[src/rtl/add11_seq_ctrl_if.sv]
// add11_seq_ctrl_if
// Operand/result handshake bundle for the sequential 11-operand adder
// controller.
//   in_valid/in_ready/in_data    : operand stream, producer -> controller
//   out_valid/out_ready/out_sum  : frame result, controller -> consumer
//   out_carry                    : wrap count for the frame (present only
//                                  when ADD11_CARRY_EN is defined)
// Modports: master = producer/consumer side, slave = controller side.
interface add11_seq_ctrl_if #(
  parameter int W     = 5,
  parameter int N_OPS = 11
);
  logic         in_valid;
  logic         in_ready;
  logic [W-1:0] in_data;
  logic         out_valid;
  logic         out_ready;
  logic [W-1:0] out_sum;

`ifdef ADD11_CARRY_EN
  localparam int CW = (N_OPS > 1) ? $clog2(N_OPS) : 1;
  logic [CW-1:0] out_carry;

  modport master (
    output in_valid, in_data, out_ready,
    input  in_ready, out_valid, out_sum, out_carry
  );

  modport slave (
    input  in_valid, in_data, out_ready,
    output in_ready, out_valid, out_sum, out_carry
  );
`else
  modport master (
    output in_valid, in_data, out_ready,
    input  in_ready, out_valid, out_sum
  );

  modport slave (
    input  in_valid, in_data, out_ready,
    output in_ready, out_valid, out_sum
  );
`endif
endinterface

[src/rtl/add11_seq_ctrl.sv]
// add11_seq_ctrl
// Sequencing controller that folds N_OPS operands per frame through one
// shared W-bit adder and presents the modulo-2^W sum on a valid/ready port.
// Ports:
//   clk    : rising-edge clock
//   rst_n  : synchronous active-low reset (overrides flush)
//   flush  : synchronous frame abort, discards any partial or pending result
//   bus    : add11_seq_ctrl_if.slave (operand input and result output)
//   busy   : high while a frame is in progress (ACCUM or DONE)
// Optional feature: define ADD11_CARRY_EN to add bus.out_carry, the number
// of modular wraps in the frame.
module add11_seq_ctrl #(
  parameter int N_OPS = 11,
  parameter int W     = 5
) (
  input  logic             clk,
  input  logic             rst_n,
  input  logic             flush,
  add11_seq_ctrl_if.slave  bus,
  output logic             busy
);

  localparam int CNTW = $clog2(N_OPS + 1);
  localparam logic [CNTW-1:0] LAST_CNT = CNTW'(N_OPS - 1);

  typedef enum logic [1:0] {
    IDLE  = 2'd0,
    ACCUM = 2'd1,
    DONE  = 2'd2
  } state_t;

  state_t          state, state_next;
  logic [W-1:0]    acc, acc_next;
  logic [CNTW-1:0] cnt, cnt_next;
  logic [W:0]      sum_ext;
  logic            accept;
  logic            handshake;

`ifdef ADD11_CARRY_EN
  localparam int CW = (N_OPS > 1) ? $clog2(N_OPS) : 1;
  logic [CW-1:0]   carry, carry_next;
`endif

  // Handshake qualifiers; in_ready depends only on state so there is no
  // combinational path from in_valid or out_ready.
  assign bus.in_ready  = (state != DONE);
  assign bus.out_valid = (state == DONE);
  assign bus.out_sum   = acc;
  assign busy          = (state != IDLE);
  assign accept        = bus.in_valid && bus.in_ready;
  assign handshake     = bus.out_valid && bus.out_ready;

  // One extra bit keeps the carry-out of the shared adder.
  assign sum_ext = {1'b0, acc} + {1'b0, bus.in_data};

`ifdef ADD11_CARRY_EN
  assign bus.out_carry = carry;
`endif

  // Next-state logic. The frame ends on the accept that brings the count to
  // N_OPS; flush overrides every other transition.
  always_comb begin
    state_next = state;
    case (state)
      IDLE:    if (accept) state_next = ACCUM;
      ACCUM:   if (accept && (cnt == LAST_CNT)) state_next = DONE;
      DONE:    if (handshake) state_next = IDLE;
      default: state_next = IDLE;
    endcase
    if (flush) begin
      state_next = IDLE;
    end
  end

  // Datapath next values. Returning to IDLE (flush or result handshake)
  // clears everything; an operand arriving with flush is dropped.
  always_comb begin
    acc_next = acc;
    cnt_next = cnt;
`ifdef ADD11_CARRY_EN
    carry_next = carry;
`endif
    if (flush || handshake) begin
      acc_next = '0;
      cnt_next = '0;
`ifdef ADD11_CARRY_EN
      carry_next = '0;
`endif
    end else if (accept) begin
      acc_next = sum_ext[W-1:0];
      cnt_next = cnt + 1'b1;
`ifdef ADD11_CARRY_EN
      carry_next = carry + CW'(sum_ext[W]);
`endif
    end
  end

  // State and datapath registers with synchronous active-low reset.
  always_ff @(posedge clk) begin
    if (!rst_n) begin
      state <= IDLE;
      acc   <= '0;
      cnt   <= '0;
`ifdef ADD11_CARRY_EN
      carry <= '0;
`endif
    end else begin
      state <= state_next;
      acc   <= acc_next;
      cnt   <= cnt_next;
`ifdef ADD11_CARRY_EN
      carry <= carry_next;
`endif
    end
  end

endmodule

[src/flat_wrapper.sv]
// flat-port wrapper written by rule: the top's interface ports become plain ports
module add11_seq_ctrl_flat 
#(
  parameter int N_OPS = 11,
  parameter int W     = 5
)
  (clk, rst_n, flush, busy, bus_in_valid, bus_in_data, bus_out_ready, bus_in_ready, bus_out_valid, bus_out_sum);
  add11_seq_ctrl_if #(.W(W), .N_OPS(N_OPS)) bus_i ();
  input  logic clk;
  input  logic rst_n;
  input  logic flush;
  output logic busy;
  input wire logic [$bits(bus_i.in_valid)-1:0] bus_in_valid;
  input wire logic [$bits(bus_i.in_data)-1:0] bus_in_data;
  input wire logic [$bits(bus_i.out_ready)-1:0] bus_out_ready;
  output wire logic [$bits(bus_i.in_ready)-1:0] bus_in_ready;
  output wire logic [$bits(bus_i.out_valid)-1:0] bus_out_valid;
  output wire logic [$bits(bus_i.out_sum)-1:0] bus_out_sum;
  assign bus_i.in_valid = bus_in_valid;
  assign bus_i.in_data = bus_in_data;
  assign bus_i.out_ready = bus_out_ready;
  assign bus_in_ready = bus_i.in_ready;
  assign bus_out_valid = bus_i.out_valid;
  assign bus_out_sum = bus_i.out_sum;
  add11_seq_ctrl #(.N_OPS(N_OPS), .W(W)) u_core (.clk(clk), .rst_n(rst_n), .flush(flush), .bus(bus_i), .busy(busy));
endmodule
[config.mk]
export PLATFORM = sky130hd
export DESIGN_NAME = add11_seq_ctrl_flat
export DESIGN_NICKNAME = d
export VERILOG_FILES = /design/src/rtl/add11_seq_ctrl_if.sv /design/src/rtl/add11_seq_ctrl.sv /design/src/flat_wrapper.sv
export SDC_FILE = /design/constraint.sdc
export NUM_CORES = 1
export LEC_CHECK = 0
export ABC_AREA = 1
export ABC_CLOCK_PERIOD_IN_PS = 1500
export BUFFER_PORTS_ARGS = -buffer_cell sky130_fd_sc_hd__buf_2
export CAP_MARGIN = 20
export CORE_UTILIZATION = 45
export DETAILED_ROUTE_END_ITERATION = 6
export GPL_TIMING_DRIVEN = 0
export HOLD_SLACK_MARGIN = 0.15
export PLACE_DENSITY = 0.68
export SLEW_MARGIN = 10
export SYNTH_ARGS = -nofsm -noshare
export SYNTH_HDL_FRONTEND = slang
export SYNTH_SLANG_ARGS = --single-unit
[constraint.sdc]
create_clock -name clk -period 1.5 [get_ports clk]
set_clock_uncertainty 0.05 [all_clocks]
set_input_delay 0.15 -clock clk [delete_from_list [all_inputs] [get_ports clk]]
set_output_delay 0.15 -clock clk [all_outputs]
set_load 0.01 [all_outputs]
==> reports/results.ini, run 1 <==
[place]
place_congestion = 0.6911
numPortBuffers = 17
dp_cells = 135
dp_hpwl_um = 957.2

[hold_path]
hp-class = input pin to register

[detailed_routing]
drtAntennaViolNets = 0
drcViolationCount = 0
first_iter_violations = 23
wl_mm = 1.344
dr.pass1.iters = 4
viasPerCell = 4.674
wl_per_cell_um = 9.333
vias = 673

[yosys]
syn_area_per_cell_um2 = 7.053
seq_area_frac_synth_pct = 30.61
yosys_most_used_dff = dfxtp_1
ys_types = 19
ys_top_cells_by_area = dfxtp_1 31%, nand2_1 13%, ha_1 10%
synth.top_cell.area_share_pct = 30.61
synth_area_um2 = 719.4
synthesis.nets = 119
synthCells = 102
ys_async_sr_fraction_pct = 0
synth-edff-count = 0
yosysWarnings = 0
yosysTopAreaCell = dfxtp_1
ys_ff_latch = 11

[worst_setup_path]
worstSetupPathType = register to register
worst_path_most_repeated_cell = nand2_1
critPathMaxStageDelay_ns = 0.36
arrival_ns = 1.58
critical-path-top-delay-family = adder cells
critical_path_required_ns = 1.63
crit_path_end_kind = register
cp-start-kind = register
cpMaxStageDelayCell = dfxtp_2
worst-path-buf-inv = 3
crit_fanout = 2
crit_chain = ha_4, inv_1, fa_2, inv_2, nand2_2, nand2_2, nand2_1, nand2_1, nand3_1, nand2_1, inv_1

[floorplan]
rows = 14
dieArea_um2 = 1763
core_area_um2 = 1506
io_pins = 18
start_util_pct = 47.76
fp.dieW_um = 41.99
die_y_um = 41.99

[clock_tree]
clock_path_buffers = 2
cts_num_sinks = 11
numCtsBuffers = 3
clk_pin_slew_ns = 0.07
tritoncts = built
clk_latency_ns = 0.27
h-tree-depth = 1
root_buffer = clkbuf_4

[power_and_ir_drop]
vdd_drop_max_uv = 420.8
total_power_mw = 0.6468
leakagePower_nw = 0.4804
power_density_nw_per_um2 = 705.3

[layout]
syn2layout_area_growth_pct = 27.48
nNetsFinal = 146
final.fill_count = 149
antenna_cells = 0
fin_cells = 144
layout-drive-gt1-share_pct = 32.81

[outcome]
status = finished, final reports clean

[timing]
relSlewSlack_pct = 83.16
period_share_pct = 96.52
setup_viol = 0
drv_slew = 0
hold_viol = 0
tns_ns = 0
fmax_mhz = 690.7
worst_pin_slew_ns = 0.2517
timing.final.crit_period_ns = 1.448

[global_route]
grt_max_degree = 11
grt_pass1_vias = 572
overflow = 0
antenna_found_initial = 0
gr-usage-all-layers_pct = 16.39
grt_pass1_wl_mm = 2.221

[run]
drv_cap = 0

what timing repair did:
item,4_1_cts,5_1_grt
resized for setup,3,3
endpoints found under the setup margin,1,2
pin swaps,1,1
buffers inserted,2,0
endpoints found under the hold margin,2,0
gates cloned,0,0
hold buffers,3,0
state kept, by name (all words and copies together), names as in the netlist:
name and cells:
u_core.cnt 4, u_core.state 2, u_core.bus.out_sum 5
final cells by class:
type	count	area (um^2)	share of cell area, %
multi-input cells	69	429.2	46.79
repair buffers	22	130.1	14.19
clock buffers	4	26.28	2.865
well taps	16	20.02	2.183
plain buffers	1	11.26	1.228
flip-flops and latches	11	221.5	24.15
inverters	21	78.83	8.595
stage by stage:
| step | util (%) | worst slack [ns] | hold WS, ns | area (um^2) |
|---|---|---|---|---|
| final | 60.88 | 0.05215 | 0.1771 | 917.1 |
| after global routing | 60.88 | -0.01648 | 0.1936 | 917.1 |
| after CTS | 60.55 | 0.03585 | 0.1757 | 912.1 |
| after detailed placement | 54.82 | -0.02770 | 0.3983 | 825.8 |
| after global placement | 54.82 | -0.01568 | 0.3987 | 825.8 |
| after floorplan | - | 0.04480 | 0.2437 | 720.7 |
power breakdown:
part,internal (mW),switching (mW)
registers,0.302,0.00777
logic,0.0587,0.0684
clock network,0.103,0.107
worst register-to-register path: stages, from the launching register on:
cell and delay [ns]:
dfxtp_2 0.36, ha_4 0.14, inv_1 0.05, fa_2 0.33
inv_2 0.07, nand2_2 0.06, nand2_2 0.07, nand2_1 0.05
nand2_1 0.05, nand3_1 0.06, nand2_1 0.05, inv_1 0.03
worst paths after layout:
path | end | start | slack (ns) | depth (start not counted)
setup reg to reg | u_core.bus.out_sum[4] | u_core.bus.out_sum[0] | 0.05 | 11
setup / recovery | u_core.bus.out_sum[4] | u_core.bus.out_sum[0] | 0.05 | 11
hold / removal | u_core.state[0] | rst_n | 0.18 | 5
hold reg to reg | u_core.bus.out_sum[2] | u_core.bus.out_sum[2] | 0.44 | 2
metal layers:
layer | GRT usage, % | wire length (um) | vias up
met2 | 24.06 | 614 | 19
met3 | 2.586 | 70 | 3
met5 | 0 | 0 | -
li1 | - | - | 366
met1 | 22.62 | 631 | 285
met4 | 9.677 | 27 | 0
placed cells by master, fill, tap and decap left out:
cell           instances
clkbuf_1               1
nand2_1               23
a21oi_1                7
ha_1                   5
nand3_1                8
nand2_8                1
buf_2                 17
dfxtp_1               10
o21ai_1                1
dlygate4sd3_1          3
inv_2                  6
nor2_1                11
nand2_2                2
buf_6                  1
nand4_1                1
nand3_2                1
a21oi_2                2
o21ai_4                1
fa_2                   1
nor3_1                 1
nand2_4                1
inv_1                 15
ha_4                   1
buf_4                  2
dfxtp_2                1
clkbuf_4               3
or2_2                  2
synthesized netlist by cell type (2+ instances only):
cell / n
or2_2: 2
a21oi_1: 7
dfxtp_1: 11
nor2_1: 11
inv_2: 5
ha_1: 6
nand3_1: 8
inv_1: 16
nand2_1: 25
a21oi_2: 2
cell families (layout without fill, tap and decap cells):
kind of cell | count (synthesis) | count (layout) | synth area share [%]
simple gates | 51 | 51 | 33.39
buf+inv | 22 | 48 | 12.52
compound gates | 11 | 11 | 10.26
flops | 11 | 11 | 30.61
fa+ha+maj | 7 | 7 | 13.22
(Power assumes the default switching activity.)
==> run 2, diff against run 1 <==
Settings changed: PLACE_DENSITY 0.68 to not set, PLACE_DENSITY_LB_ADDON set to 0.12.
==> reports/results.ini, run 2 (synthesis gave the netlist of run 1 again) <==
[power_and_ir_drop]
vdd_drop_max_uv = 435.2  ; +3.4%
power_density_nw_per_um2 = 693.2  ; -1.7%
total_power_mw = 0.6410  ; -0.90%
leakagePower_nw = 0.4862  ; +1.2%

[place]
numPortBuffers = 17  ; unchanged
place_congestion = 0.7311  ; +5.8%
dp_hpwl_mm = 1.029  ; +7.5%
placed_cell_area_um2 = 825.8  ; unchanged

[layout]
layout_commonest_cell = nand2_1
multi_input_area_um2 = 429.2  ; unchanged
final_cell_mix = 23 x nand2_1, 17 x buf_2, 14 x inv_1
largest_reg_flops = 5  ; unchanged
regArea_um2 = 221.5  ; unchanged
antenna_cells = 0  ; unchanged
final.fill_count = 145  ; -2.7%
layout-drive-gt1-share_pct = 34.11  ; +1.3 points
final_cell_area_um2 = 924.6  ; +0.82%
syn2layout_area_growth_pct = 28.52
nNetsFinal = 147  ; +0.68%

[timing]
relSlewSlack_pct = 83.07  ; about the same
worst_pin_slew_ns = 0.2530  ; +0.001210 ns
rsz0062_at_grt = yes
hold_viol = 0  ; unchanged
setup_viol = 0  ; unchanged
timing.final.crit_period_ns = 1.475  ; +0.02705 ns
drv_slew = 0  ; unchanged
fmax_mhz = 678.0  ; -1.8%
period_share_pct = 98.33  ; +1.8 points

[detailed_routing]
wl_mm = 1.425  ; +6.0%
viasPerCell = 4.655  ; -0.39%
vias = 675  ; +0.30%
wl_per_cell_um = 9.828  ; +5.3%
dr.pass1.iters = 3  ; -1
drtAntennaViolNets = 0  ; unchanged
drcViolationCount = 0  ; unchanged
first_iter_violations = 12  ; -48%

[clock_tree]
root_buffer = clkbuf_4
h-tree-depth = 1  ; unchanged
clk_pin_slew_ns = 0.08  ; about the same
clk_latency_ns = 0.27  ; about the same
cts_num_sinks = 11  ; unchanged
numCtsBuffers = 3  ; unchanged
tritoncts = built
clock_path_buffers = 2  ; unchanged

[worst_setup_path]
crit_fanout = 2  ; unchanged
arrival_ns = 1.57  ; about the same
cp-start-kind = register
cpMaxStageDelayCell = dfxtp_2
worst-path-buf-inv = 3  ; unchanged
critical-path-top-delay-family = adder cells
worstSetupPathType = register to register
crit_path_end_kind = register
crit_chain = ha_4, inv_2, fa_2, inv_2, buf_4, or2_2, nand3_1, a21oi_1
critical_path_required_ns = 1.59  ; -0.04 ns
worst_path_most_repeated_cell = inv_2
critPathMaxStageDelay_ns = 0.33  ; -0.03 ns

[floorplan]
fp.dieW_um = 41.99  ; unchanged
start_util_pct = 47.76  ; unchanged
die_y_um = 41.99  ; unchanged
dieArea_um2 = 1763  ; unchanged
rows = 14  ; unchanged
core_area_um2 = 1506  ; unchanged
io_pins = 18  ; unchanged

[global_route]
overflow = 0  ; unchanged
grt_pass1_vias = 612  ; +7.0%
gr-usage-all-layers_pct = 17.39  ; +1.0 points
antenna_found_initial = 0  ; unchanged
grt_max_degree = 11  ; unchanged
grt_pass1_wl_mm = 2.346  ; +5.6%

[run]
drv_cap = 0  ; unchanged

[hold_path]
hp-class = input pin to register

[outcome]
status = finished, final reports clean

## run 2: changes by cell type in the layout (fill, tap and decap cells not counted)
cell   delta
inv_1     -1
inv_2     +1
buf_4     +1
## run 2: cell type report
class	instances	share of cell area [%]
plain buffers	1	1.218
well taps	16	2.165
repair buffers	23	14.88
inverters	21	8.525
clock buffers	4	2.842
multi-input cells	69	46.41
flip-flops and latches	11	23.95
## run 2: routing by layer
metal  global-route usage (%)  vias up  wire (um)
met2                    29.06       12        716
met1                    20.44      288        630
met5                        0        -          0
met4                    9.032        0         40
met3                    4.310        6         37
li1                         -      369          -
## run 2: power by group
part | internal, mW | total, mW | switching [mW]
Sequential | 0.302 | 0.309 | 0.00749
Combinational | 0.0595 | 0.129 | 0.0697
Clock | 0.103 | 0.203 | 0.0999
Total | 0.464 | 0.641 | 0.177
## run 2: tightest hold or removal path, cell delays in order
cell	delay, ns
buf_2	0.09
inv_1	0.05
nor2_1	0.07
inv_1	0.07
a21oi_1	0.04
## run 2: timing repair
| item | 4_1_cts | 5_1_grt |
|---|---|---|
| setup endpoints to repair | 1 | 2 |
| hold endpoints to repair | 2 | 1 |
| gates resized for setup | 2 | 5 |
| setup buffers | 3 | 0 |
| pin swaps | 2 | 2 |
| hold buffers | 2 | 1 |
## run 2: path summary, 6_finish.rpt
check | start | cells past startpoint | end | slack (ns)
hold reg to reg | u_core.cnt[0] | 2 | u_core.cnt[0] | 0.45
hold / removal | rst_n | 5 | u_core.state[1] | 0.19
setup / recovery | u_core.bus.out_sum[0] | 8 | u_core.bus.out_sum[2] | 0.03
setup reg to reg | u_core.bus.out_sum[0] | 8 | u_core.bus.out_sum[2] | 0.03
## run 2: stage by stage
step | util (%) | instances | setup TNS (ns) | setup slack (ns) | hold slack (ns)
global route | 61.38 | 145 | -0.06269 | -0.04097 | 0.2113
CTS | 60.22 | 144 | 0 | 0.005254 | 0.1507
global placement | 54.82 | 135 | 0 | 0.007693 | 0.3915
detailed placement | 54.82 | 135 | -0.01321 | -0.01321 | 0.3865
finish | 61.38 | 145 | 0 | 0.02510 | 0.1948
floorplan | - | 102 | 0 | 0.04480 | 0.2437
==> run 3, diff against run 2 <==
Settings changed: ABC_AREA 1 to not set, CORE_UTILIZATION 45 to 44.
==> reports/results.ini, run 3 <==
[worst_setup_path]
arrival_ns = 1.94  ; +0.37 ns
r2r_setup_slack_ns = -0.33  ; -0.35 ns
r2r-start = u_core.bus.out_sum[0]
reg2reg_to = u_core.bus.out_sum[4]
critical_path_required_ns = 1.62  ; +0.03 ns
cp-start-kind = register
crit_path_end_kind = register
critPathMaxStageDelay_ns = 0.36  ; +0.03 ns
critical-path-top-delay-family = multiplexers
crit_fanout = 3  ; +1
crit_chain = ha_4, inv_2, fa_2, nand2b_4, a21oi_4, mux2i_1, mux2_2
worst-path-buf-inv = 1  ; -2
cpMaxStageDelayCell = dfxtp_4
r2r_cells = 7  ; -1
worstSetupPathType = register to register

[clock_tree]
h-tree-depth = 1  ; unchanged
clk_pin_slew_ns = 0.08  ; about the same
tritoncts = built
numCtsBuffers = 3  ; unchanged
clk_latency_ns = 0.27  ; about the same
root_buffer = clkbuf_4
cts_num_sinks = 11  ; unchanged
clock_path_buffers = 2  ; unchanged

[global_route]
grt_max_degree = 11  ; unchanged
antenna_found_initial = 0  ; unchanged
overflow = 0  ; unchanged
grt_pass1_vias = 474  ; -23%
gr-usage-all-layers_pct = 18.79  ; +1.4 points
grt_pass1_wl_mm = 1.883  ; -20%

[detailed_routing]
routed-wl-met3_um = 40  ; +8.1%
wl_per_cell_um = 10.93  ; +11%
drcViolationCount = 0  ; unchanged
met1_length_um = 609  ; -3.3%
vias = 572  ; -15%
viasPerCell = 5.018  ; +7.8%
wl_mm = 1.246  ; -13%
first_iter_violations = 7  ; -5
wl_met2_um = 582  ; -19%
dr.pass1.iters = 2  ; -1
top_layer_used = met4
drtAntennaViolNets = 0  ; unchanged

[hold_path]
min_to = u_core.bus.out_sum[0]
worstHoldPathCells = 4  ; -1
hp-class = input pin to register
hp-start = bus_in_data[0]

[power_and_ir_drop]
leakagePower_nw = 0.3795  ; -22%
power_density_nw_per_um2 = 746.8  ; +7.7%
vdd_drop_max_uv = 447.9  ; +2.9%

[place]
place_congestion = 0.7088  ; -3.1%
placed_cell_area_um2 = 763.2  ; -7.6%
numPortBuffers = 17  ; unchanged
dp_cells = 106  ; -21%
dp_hpwl_um = 920  ; -11%
dp_slack_ns = -0.3536  ; -0.3404 ns

[timing]
fmax_mhz = 547.7  ; -19%
hold_viol = 0  ; unchanged
worst_pin_slew_ns = 0.3626  ; +0.1097 ns
rsz0062_at_grt = yes
setup_viol = 1  ; +1
fin_ws_ns = -0.3258  ; -0.3509 ns
drv_slew = 0  ; unchanged
relSlewSlack_pct = 75.80  ; -7.3 points
period_share_pct = 121.7  ; +23 points
timing.final.crit_period_ns = 1.826  ; +0.3509 ns

[layout]
multi_input_area_um2 = 410.4  ; -4.4%
layout-drive-gt1-share_pct = 35.35  ; +1.2 points
layout_commonest_cell = buf_2
nNetsFinal = 117  ; -20%
final_cell_mix = 18 x buf_2, 12 x nor2_1, 9 x dfxtp_1
largest_reg_flops = 5  ; unchanged
final.fill_count = 119  ; -18%
regArea_um2 = 225.2  ; +1.7%
antenna_cells = 0  ; unchanged
final_cell_area_um2 = 837.1  ; -9.5%
syn2layout_area_growth_pct = 33.27
fin_cells = 114  ; -21%
post-route-util_pct = 63.53  ; +2.2 points

[floorplan]
fp.dieW_um = 39.78  ; -5.3%
rows = 13  ; -1
dieArea_um2 = 1582  ; -10%
core_area_um2 = 1318  ; -13%
start_util_pct = 47.67  ; -0.084 points
die_y_um = 39.78  ; -5.3%
io_pins = 18  ; unchanged

[run]
drv_cap = 0  ; unchanged

[yosys]
yosys_most_used_dff = dfxtp_1
ys_types = 27  ; +8
synthMostInstantiatedCell = nor2_1
synthesis.nets = 91  ; -24%
synth-edff-count = 0  ; unchanged
synth.top_cell.area_share_pct = 35.06  ; +4.5 points
seq_area_frac_synth_pct = 35.06  ; +4.5 points
synthTopCellsByCount = 12 x nor2_1, 11 x dfxtp_1, 6 x ha_1, 6 x inv_1
yosysWarnings = 0  ; unchanged
ys_async_sr_fraction_pct = 0  ; unchanged
ys_top_cells_by_area = dfxtp_1 35%, ha_1 12%, nor2_1 7.2%
synthCells = 74  ; -27%
syn_area_per_cell_um2 = 8.488  ; +20%
yosysTopAreaCell = dfxtp_1
synth_area_um2 = 628.1  ; -13%
ys_ff_latch = 11  ; unchanged

[outcome]
status = finished with violations
violations = negative setup slack

-- run 3: changes by cell type after synthesis, moves of 3 or more --
| cell | before | now |
|---|---|---|
| nand2b_1 | 0 | 3 |
| nand2_1 | 25 | 5 |
| inv_2 | 5 | 1 |
| inv_1 | 16 | 6 |
| nand3_1 | 8 | 5 |
| a21oi_1 | 7 | 4 |
-- run 3: per-layer routing --
| layer | track usage, % | up-vias |
|---|---|---|
| met4 | 10.34 | 0 |
| met2 | 27.87 | 12 |
| met5 | 0 | - |
| met1 | 23.10 | 251 |
| li1 | - | 307 |
| met3 | 6.818 | 2 |
-- run 3: how the worst max path moves through the flow --
stage,start,end,slack [ns],cells after the start
after floorplan,u_core.bus.out_sum[0],u_core.bus.out_sum[4],-0.30,7
after global placement,u_core.bus.out_sum[0],u_core.bus.out_sum[4],-0.35,7
after detailed placement,u_core.bus.out_sum[0],u_core.bus.out_sum[4],-0.35,7
after CTS,u_core.bus.out_sum[0],u_core.bus.out_sum[4],-0.37,7
after global routing,u_core.bus.out_sum[0],u_core.bus.out_sum[4],-0.42,7
final,u_core.bus.out_sum[0],u_core.bus.out_sum[4],-0.33,7
-- run 3: repair_timing --
action,in CTS,in global routing
endpoints found under the hold margin,2,0
hold buffers,4,0
resized for setup,1,1
buffers inserted,0,0
pin swaps,0,1
setup endpoints to repair,1,2
-- run 3: cell type report --
| class | instances | area share [%] |
|---|---|---|
| multi-input combinational | 55 | 49.03 |
| sequential | 11 | 26.91 |
| timing repair buffer | 21 | 14.95 |
| clock buffer | 4 | 3.139 |
| inverter | 7 | 3.139 |
| tap | 15 | 2.242 |
| buffer | 1 | 0.5979 |
-- run 3: cells by family (layout without fill, tap and decap cells) --
| group | after synthesis | after routing | share of synthesized area, % |
|---|---|---|---|
| xor+xnor | 3 | 3 | 4.184 |
| fa+ha+maj | 7 | 7 | 15.14 |
| buf+inv | 8 | 33 | 4.978 |
| flops | 11 | 11 | 35.06 |
| simple gates | 33 | 33 | 26.10 |
| mux | 2 | 2 | 3.386 |
| compound gates | 10 | 10 | 11.16 |
-- run 3: worst min-delay path, stage by stage --
cell and delay [ns]:
buf_2 0.10, ha_4 0.12, nand2_1 0.04, a21oi_1 0.10
-- run 3: report_power, final --
part / internal [mW] / switching [mW] / total [mW]
clock network: 0.103 / 0.109 / 0.212
registers: 0.301 / 0.00890 / 0.309
logic: 0.0521 / 0.0514 / 0.103
-- run 3: per-stage QoR --
stage	power, mW	hold slack, ns	setup TNS (ns)
after CTS	0.6278	0.2223	-0.3746
after detailed placement	0.4095	0.3897	-0.3536
after floorplan	0.3767	0.2639	-0.3004
after global routing	0.6576	0.2770	-0.4191
after global placement	0.4064	0.3868	-0.3487
final	0.6251	0.2260	-0.3258
